File: src/rtl/vga_timing_pkg.sv
// Shared VGA timing constants (640x480 @ 60 Hz from a 100 MHz system clock)
// and small helpers used by the sync generator and pixel-rate logic.
package vga_timing_pkg;

    typedef logic [9:0] coord_t;

    localparam int CLK_DIV_DEF   = 4;

    localparam int H_DISPLAY_DEF = 640;
    localparam int H_FRONT_DEF   = 16;
    localparam int H_SYNC_DEF    = 96;
    localparam int H_BACK_DEF    = 48;
    localparam int H_TOTAL_DEF   = H_DISPLAY_DEF + H_FRONT_DEF + H_SYNC_DEF + H_BACK_DEF;

    localparam int V_DISPLAY_DEF = 480;
    localparam int V_FRONT_DEF   = 10;
    localparam int V_SYNC_DEF    = 2;
    localparam int V_BACK_DEF    = 33;
    localparam int V_TOTAL_DEF   = V_DISPLAY_DEF + V_FRONT_DEF + V_SYNC_DEF + V_BACK_DEF;

    // Inclusive window test on unsigned 10-bit counts.
    function automatic logic in_window(input coord_t cnt, input coord_t first, input coord_t last);
        return (cnt >= first) && (cnt <= last);
    endfunction

endpackage

File: src/rtl/pixel_tick_gen.sv
// Clock divider: a counter running 0..CLK_DIV-1 with a one-clock strobe
// on the final count, shared by anything that runs at pixel rate.
module pixel_tick_gen
    import vga_timing_pkg::*;
#(
    parameter int CLK_DIV = CLK_DIV_DEF
) (
    input  logic clk,
    input  logic reset,
    output logic tick
);
    localparam int            CW   = $clog2(CLK_DIV);
    localparam logic [CW-1:0] LAST = CW'(CLK_DIV - 1);

    logic [CW-1:0] div_cnt_q, div_cnt_d;

    // Next divider count: wrap after the last count.
    always_comb begin
        div_cnt_d = (div_cnt_q == LAST) ? '0 : div_cnt_q + CW'(1);
    end

    // Divider register.
    always_ff @(posedge clk or posedge reset) begin
        if (reset) div_cnt_q <= '0;
        else       div_cnt_q <= div_cnt_d;
    end

    assign tick = (div_cnt_q == LAST);

endmodule

File: src/rtl/vga_sync_gen.sv
// VGA raster timing: pixel/line counters, registered syncs and video_on
// aligned with the counters, end-of-line/frame strobes and a frame counter.
module vga_sync_gen
    import vga_timing_pkg::*;
#(
    parameter int CLK_DIV   = CLK_DIV_DEF,
    parameter int H_DISPLAY = H_DISPLAY_DEF,
    parameter int H_FRONT   = H_FRONT_DEF,
    parameter int H_SYNC    = H_SYNC_DEF,
    parameter int H_BACK    = H_BACK_DEF,
    parameter int V_DISPLAY = V_DISPLAY_DEF,
    parameter int V_FRONT   = V_FRONT_DEF,
    parameter int V_SYNC    = V_SYNC_DEF,
    parameter int V_BACK    = V_BACK_DEF
) (
    input  logic        clk,
    input  logic        reset,
    output logic        pixel_tick,
    output logic [9:0]  pixel_x,
    output logic [9:0]  pixel_y,
    output logic        hsync,
    output logic        vsync,
    output logic        video_on,
    output logic        line_end,
    output logic        frame_end,
    output logic [15:0] frame_count
);
    localparam int H_TOTAL = H_DISPLAY + H_FRONT + H_SYNC + H_BACK;
    localparam int V_TOTAL = V_DISPLAY + V_FRONT + V_SYNC + V_BACK;

    localparam coord_t H_LAST   = coord_t'(H_TOTAL - 1);
    localparam coord_t V_LAST   = coord_t'(V_TOTAL - 1);
    localparam coord_t H_VIS    = coord_t'(H_DISPLAY);
    localparam coord_t V_VIS    = coord_t'(V_DISPLAY);
    localparam coord_t HS_FIRST = coord_t'(H_DISPLAY + H_FRONT);
    localparam coord_t HS_LAST  = coord_t'(H_DISPLAY + H_FRONT + H_SYNC - 1);
    localparam coord_t VS_FIRST = coord_t'(V_DISPLAY + V_FRONT);
    localparam coord_t VS_LAST  = coord_t'(V_DISPLAY + V_FRONT + V_SYNC - 1);

    coord_t      h_cnt_q, h_cnt_d;
    coord_t      v_cnt_q, v_cnt_d;
    logic        hsync_q, hsync_d;
    logic        vsync_q, vsync_d;
    logic        video_on_q, video_on_d;
    logic        started_q, started_d;
    logic [15:0] frame_cnt_q, frame_cnt_d;
    logic        h_last, v_last;

    pixel_tick_gen #(.CLK_DIV(CLK_DIV)) u_pixel_tick_gen (
        .clk   (clk),
        .reset (reset),
        .tick  (pixel_tick)
    );

    assign h_last    = (h_cnt_q == H_LAST);
    assign v_last    = (v_cnt_q == V_LAST);
    assign line_end  = pixel_tick & h_last;
    assign frame_end = line_end & v_last;

    // Next-state counters; syncs and video_on are derived from the next
    // counts so their registers line up with pixel_x/pixel_y.
    // The reset position is the last pixel of a frame, so the frame_end seen
    // on the first tick after reset is not a real frame and is not counted.
    always_comb begin
        h_cnt_d   = h_cnt_q;
        v_cnt_d   = v_cnt_q;
        started_d = started_q | pixel_tick;
        if (pixel_tick) begin
            if (h_last) begin
                h_cnt_d = '0;
                v_cnt_d = v_last ? '0 : v_cnt_q + coord_t'(1);
            end else begin
                h_cnt_d = h_cnt_q + coord_t'(1);
            end
        end
        hsync_d     = ~in_window(h_cnt_d, HS_FIRST, HS_LAST);
        vsync_d     = ~in_window(v_cnt_d, VS_FIRST, VS_LAST);
        video_on_d  = (h_cnt_d < H_VIS) && (v_cnt_d < V_VIS);
        frame_cnt_d = (frame_end && started_q) ? frame_cnt_q + 16'd1 : frame_cnt_q;
    end

    // Raster state registers.
    always_ff @(posedge clk or posedge reset) begin
        if (reset) begin
            h_cnt_q     <= H_LAST;
            v_cnt_q     <= V_LAST;
            hsync_q     <= 1'b1;
            vsync_q     <= 1'b1;
            video_on_q  <= 1'b0;
            started_q   <= 1'b0;
            frame_cnt_q <= '0;
        end else begin
            h_cnt_q     <= h_cnt_d;
            v_cnt_q     <= v_cnt_d;
            hsync_q     <= hsync_d;
            vsync_q     <= vsync_d;
            video_on_q  <= video_on_d;
            started_q   <= started_d;
            frame_cnt_q <= frame_cnt_d;
        end
    end

    assign pixel_x     = h_cnt_q;
    assign pixel_y     = v_cnt_q;
    assign hsync       = hsync_q;
    assign vsync       = vsync_q;
    assign video_on    = video_on_q;
    assign frame_count = frame_cnt_q;

endmodule

File: config.mk
export PLATFORM = sky130hd
export DESIGN_NAME = vga_sync_gen
export DESIGN_NICKNAME = d
export VERILOG_FILES = /design/src/rtl/vga_timing_pkg.sv /design/src/rtl/pixel_tick_gen.sv /design/src/rtl/vga_sync_gen.sv
export SDC_FILE = /design/constraint.sdc
export NUM_CORES = 1
export LEC_CHECK = 0
export CORE_MARGIN = 2
export CORE_UTILIZATION = 55
export DETAILED_ROUTE_END_ITERATION = 10
export HOLD_SLACK_MARGIN = 0.12
export PLACE_DENSITY = 0.84
export SLEW_MARGIN = 5
export SYNTH_ARGS = -nofsm -noshare
export SYNTH_HDL_FRONTEND = slang
export SYNTH_SLANG_ARGS = --single-unit
File: constraint.sdc
create_clock -name clk -period 5.65 [get_ports clk]
set_input_delay 1.13 -clock clk [delete_from_list [all_inputs] [get_ports clk]]
set_output_delay 1.13 -clock clk [all_outputs]
set_load 0.01 [all_outputs]
# After elaboration in Yosys (flattened, before gate mapping)
# Cells that the tools add are included.
# classes
addsub	4
n_lt_le_gt_ge	6
n_eq_ne	3
muxes	6
bitwise	5
n_reduce_logical	4
# op_table
operator	count
2-to-1 mux 10 bit	5
adder 10 x 1 -> 10 bit (second input constant)	2
equality test 10 bit (second input constant)	2
adder 16 x 1 -> 16 bit (second input constant)	1
>= comparator 10 bit (second input constant)	1
>= comparator 10 x 9 -> 1 bit (second input constant)	1
<= comparator 10 bit (second input constant)	1
<= comparator 10 x 9 -> 1 bit (second input constant)	1
< comparator 10 bit (second input constant)	1
< comparator 10 x 9 -> 1 bit (second input constant)	1
logical AND 1 bit	4
adder 2 x 1 -> 2 bit (second input constant)	1
bitwise AND 1 bit	2
equality test 2 bit (second input constant)	1
2-to-1 mux 2 bit	1
inverter 1 bit	2
OR 1 bit	1
# word_totals
regBits	42
input_bits	2
out_inout_bits	42

# Longest topological paths before layout
# depth
word_depth	7
mapped_depth	11
ltp_nobuf	8

# Hierarchy
# From an unflattened synthesis, not the netlist that was laid out.
# hier_totals
hier_cells	209
area_unflattened_um2	2095.8
# by_module_without_submodules
module	instances	cells_each	area_each_um2	seq_area_each_um2
vga_sync_gen	1	204	2025.7	1016.0
pixel_tick_gen	1	5	70.1	50.0

# Least setup slack after synthesis
# OpenSTA, ideal clock, no wires.
# synth_timing
path_type	register to output
from	register h_cnt_q[0] (netlist: pixel_x[0])
to	output line_end
arrival_ns	1.412
required_time_ns	4.520
slack_ns	3.108
path_stages_with_launch	7
path_buffers	2
path_cell_list	dfstp_2 ha_1 and4_4 buf_6 nand3_4 inv_4 buf_6
# synth_between
elab_chain_cells	2
# synth_lines
item	line_no	source
start, declared	vga_sync_gen.sv:40	coord_t h_cnt_q, h_cnt_d;
start signal, assigned	vga_sync_gen.sv:93	h_cnt_q <= h_cnt_d;
equality test 10 bit	vga_sync_gen.sv:55	assign h_last = (h_cnt_q == H_LAST);
bitwise AND 1 bit	vga_sync_gen.sv:57	assign line_end = pixel_tick & h_last;
end, declared	vga_sync_gen.sv:24	output logic line_end,
# Every way passes these cells.

# Final worst setup path
# Ends and elaborated chain as after synthesis.

==> impl_metrics.csv <==
group,metric,value,unit
finish,antennaDiodeCount,0,
sta,fin_crit,3.34,ns
sta,final-setup-viol-count,0,
logic_synthesis,netlist_area,0.00224,mm2
die,core,0.00397,mm2
critical_path,worst-setup-path-type,"reg -> out",
finish,fillCellCount,318,
cts,cts_made_buffers,5,
sta,fmax,0.299,GHz
outcome,run_status,"finished clean",
global_routing,overflow,0,
finish,number_of_nets_in_the_layout,253,
cts,postCtsResizedCells,0,
logic_synthesis,syn_area_per_cell,11.0,um2
routing,route.detailed.vias_per_inst,5.57,
global_routing,grt_util_all_layers,0.207,
logic_synthesis,ys_async_sr_fraction,1.00,
logic_synthesis,synth_edf_count,0,
sta,max_slew.worst_pin.slew,0.511,ns
logic_synthesis,syn_inst,204,
sta,slew-limit-headroom,0.660,
sta,report.final.slew_viol_count,0,
finish,fin_util,0.696,
cts,hold_buffer_count_at_cts,0,
global_routing,grt_pass1_vias,1490,
cts,cts_tree,"done",
routing,drcViolationCount,0,
die,floorplan.die.width,67.9,um
flow_run,max_cap_violation_count,0,
sta,final.setup_skew,0.0146,ns
critical_path,worst_ep_arrival_time,2.21,ns
cts,cts-root-buf,"sky130_fd_sc_hd__clkbuf_8",
finish,final_common_cell,"sky130_fd_sc_hd__clkdlybuf4s50_1",
critical_path,crit_path_max_incr_delay,0.57,ns
finish,multiInputGateArea,0.00108,mm2
cts,clk_latency,0.29,ns
min_path,hold_path.class,"reg -> reg",
logic_synthesis,synth-seq-area-share,0.475,
pwr,power.net_switching,0.113,mW
cts,worst_path_clk_slew,0.08,ns
critical_path,cell_family_contributing_the_most_delay_on_the_critical_path,"buffers and inverters",
critical_path,path_cells,"ha_1 > and4_4 > nand3_4 > inv_4 > clkdlybuf4s50_1",
die,io-pin-count,44,
pwr,leakage,1.14,nW
placement,gpl.final_weighted_congestion,0.858,
logic_synthesis,synth.lib_cells_used.distinct,49,
sta,report.final.hold_viol_count,0,
pwr,max-vdd-ir-drop,99.6,uV
critical_path,critical_path_buf_inv_count,2,
cts,cts.repair_timing.setup_buffer_count,0,
placement,placedInstanceArea,0.00267,mm2
finish,post_route_cells_drive_above_1_share,0.182,
logic_synthesis,synth.yosys.warnings,0,
pwr,pwr-share-seq,0.598,
die,die-height,67.9,um
die,floorplan.initialDensity,0.565,
pwr,p_sw_frac,0.224,
die,row_count,23,
finish,area_growth,23.3,%
routing,dr.first_iter.drc_count,67,
pwr,power_density,182,mW/mm2
pwr,pwr-share-clk,0.389,
sta,finalCritPeriodShare,0.591,
placement,place.port_buffers,43,
routing,wl_per_cell,14.7,um
logic_synthesis,ys.flop_type,"sky130_fd_sc_hd__dfrtp_1",
critical_path,worstSetupEndpointType,"primary output",
finish,final_design_area_no_fill,0.00277,mm2
critical_path,crit_path_start_kind,"flop",
critical_path,worst_path_slowest_cell,"sky130_fd_sc_hd__dfstp_2",
critical_path,worst-endpoint-required,4.52,ns
logic_synthesis,mappedNetlistNets,211,
finish,regArea,0.00107,mm2
placement,dp_hpwl,3.22,mm
sta,unrepaired_setup_endpoints_after_global_routing,"no",
pwr,p_total,0.503,mW
global_routing,antenna_violations_before_repair,0,
critical_path,timing.critical_path.fanout_max,12,
placement,dp_worst_setup_slack,2.63,ns
die,floorplan.die_area,0.00460,mm2
routing,vias,1654,
global_routing,grt_pass1_wl,7.04,mm
routing,detail-route-antenna-nets,0,
cts,cts.htree.levels,2,
sta,finalWorstSetupSlack,2.31,ns
pwr,comb_power_share,0.013,
global_routing,grt_max_degree,43,
sta,tns,0,ns
cts,max-clock-path-buffers,2,
finish,most_frequent_cells_in_the_layout,"43 x sky130_fd_sc_hd__clkdlybuf4s50_1, 30 x sky130_fd_sc_hd__dfrtp_1, 21 x sky130_fd_sc_hd__nand2_1, 16 x sky130_fd_sc_hd__xor2_1, 14 x sky130_fd_sc_hd__nor2_1",
pwr,intPower,0.390,mW
logic_synthesis,yosys_register_bits,42,
routing,wirelength,4.37,mm
routing,pre_repair_dr_iteration_count,4,
cts,cts.sink_count,42,
[worst reg2reg max path: cells and delay by family, from the launching register on]
| kind | cells | cell delay [ns] |
|---|---|---|
| DFF | 1 | 0.57 |
| xor gates and xnor gates | 1 | 0.16 |
| buffers and inverters | 1 | 0.15 |
| and+or+nand+nor | 5 | 0.97 |
| adders and majority gates | 1 | 0.20 |
[area by class of cell]
type                            instances  share of cell area
Sequential cell                        42               0.386
Inverter                                6             0.00905
Clock inverter                          3             0.00860
Multi-Input combinational cell        147               0.391
Timing Repair Buffer                   44               0.158
Tap cell                               50              0.0226
Clock buffer                            5              0.0249
[cells in the mapped netlist (all sizes together) (3+ instances only)]
master	number	area (um2)
dfrtp	30	751
nand2	22	85.1
xor2	16	140
nor2	14	52.6
dfstp	12	315
nand3	12	82.6
nand4	11	90.1
xnor2	11	104
buf	9	70.1
o21ai	9	45.0
nor3	8	55.1
and4	6	57.6
inv	6	25.0
ha	5	62.6
and3	4	30.0
nor4	3	37.5
o31ai	3	32.5
[flip-flops by register name, summed over array words and instances, names as in the netlist]
| signal | flops |
|---|---|
| frame_count | 16 |
| pixel_x | 10 |
| pixel_y | 10 |
| u_pixel_tick_gen.div_cnt_q | 2 |
| hsync | 1 |
| started_q | 1 |
| video_on | 1 |
| vsync | 1 |
[cell families (layout without fill, tap and decap cells)]
family,after synthesis,after routing,share of synthesized area
AO/OA/AOI/OAI,23,23,0.0692
XOR/XNOR,27,27,0.109
adder cells (fa/ha/maj),5,5,0.0279
buffers and inverters,15,58,0.0424
flip-flops,42,42,0.475
multiplexers,1,1,0.00502
AND/OR/NAND/NOR,91,91,0.271
[final timing paths]
kind	start	to	slack [ns]	cells past startpoint
worst min register to register	u_pixel_tick_gen.div_cnt_q[0]$_DFF_PP0_	u_pixel_tick_gen.div_cnt_q[0]$_DFF_PP0_	0.43	1
worst min-delay path	u_pixel_tick_gen.div_cnt_q[0]$_DFF_PP0_	u_pixel_tick_gen.div_cnt_q[0]$_DFF_PP0_	0.43	1
worst max register to register	pixel_x[0]$_DFF_PP1_	video_on$_DFF_PP0_	3.50	8
min in group asynchronous	reset	frame_count[1]$_DFFE_PP0P_	1.26	3
max in group asynchronous	reset	hsync$_DFF_PP1_	4.01	3
worst max-delay path	pixel_x[0]$_DFF_PP1_	line_end	2.31	5
[layer usage]
metal | share of wire | global-route usage | vias to the layer above
met5 | 0 | 0 | -
met4 | 0.013 | 0.0700 | 0
met3 | 0.050 | 0.0543 | 4
met2 | 0.49 | 0.338 | 47
met1 | 0.45 | 0.268 | 801
li1 | - | - | 802
[power by group through the flow]
stage	Clock (mW)	Sequential, mW	Combinational (mW)
floorplan	0	0.306	0.00434
global placement	0	0.306	0.00707
detailed placement	0	0.306	0.00733
CTS	0.200	0.301	0.00729
global route	0.215	0.301	0.00812
finish	0.196	0.301	0.00666
[per-stage QoR]
step	std cells	hold slack, ns
after floorplan	204	0.403
after global placement	289	0.411
final	297	0.428
after global routing	297	0.453
after detailed placement	289	0.420
after CTS	297	0.432
Note: power is estimated with default switching activity, not from simulation.
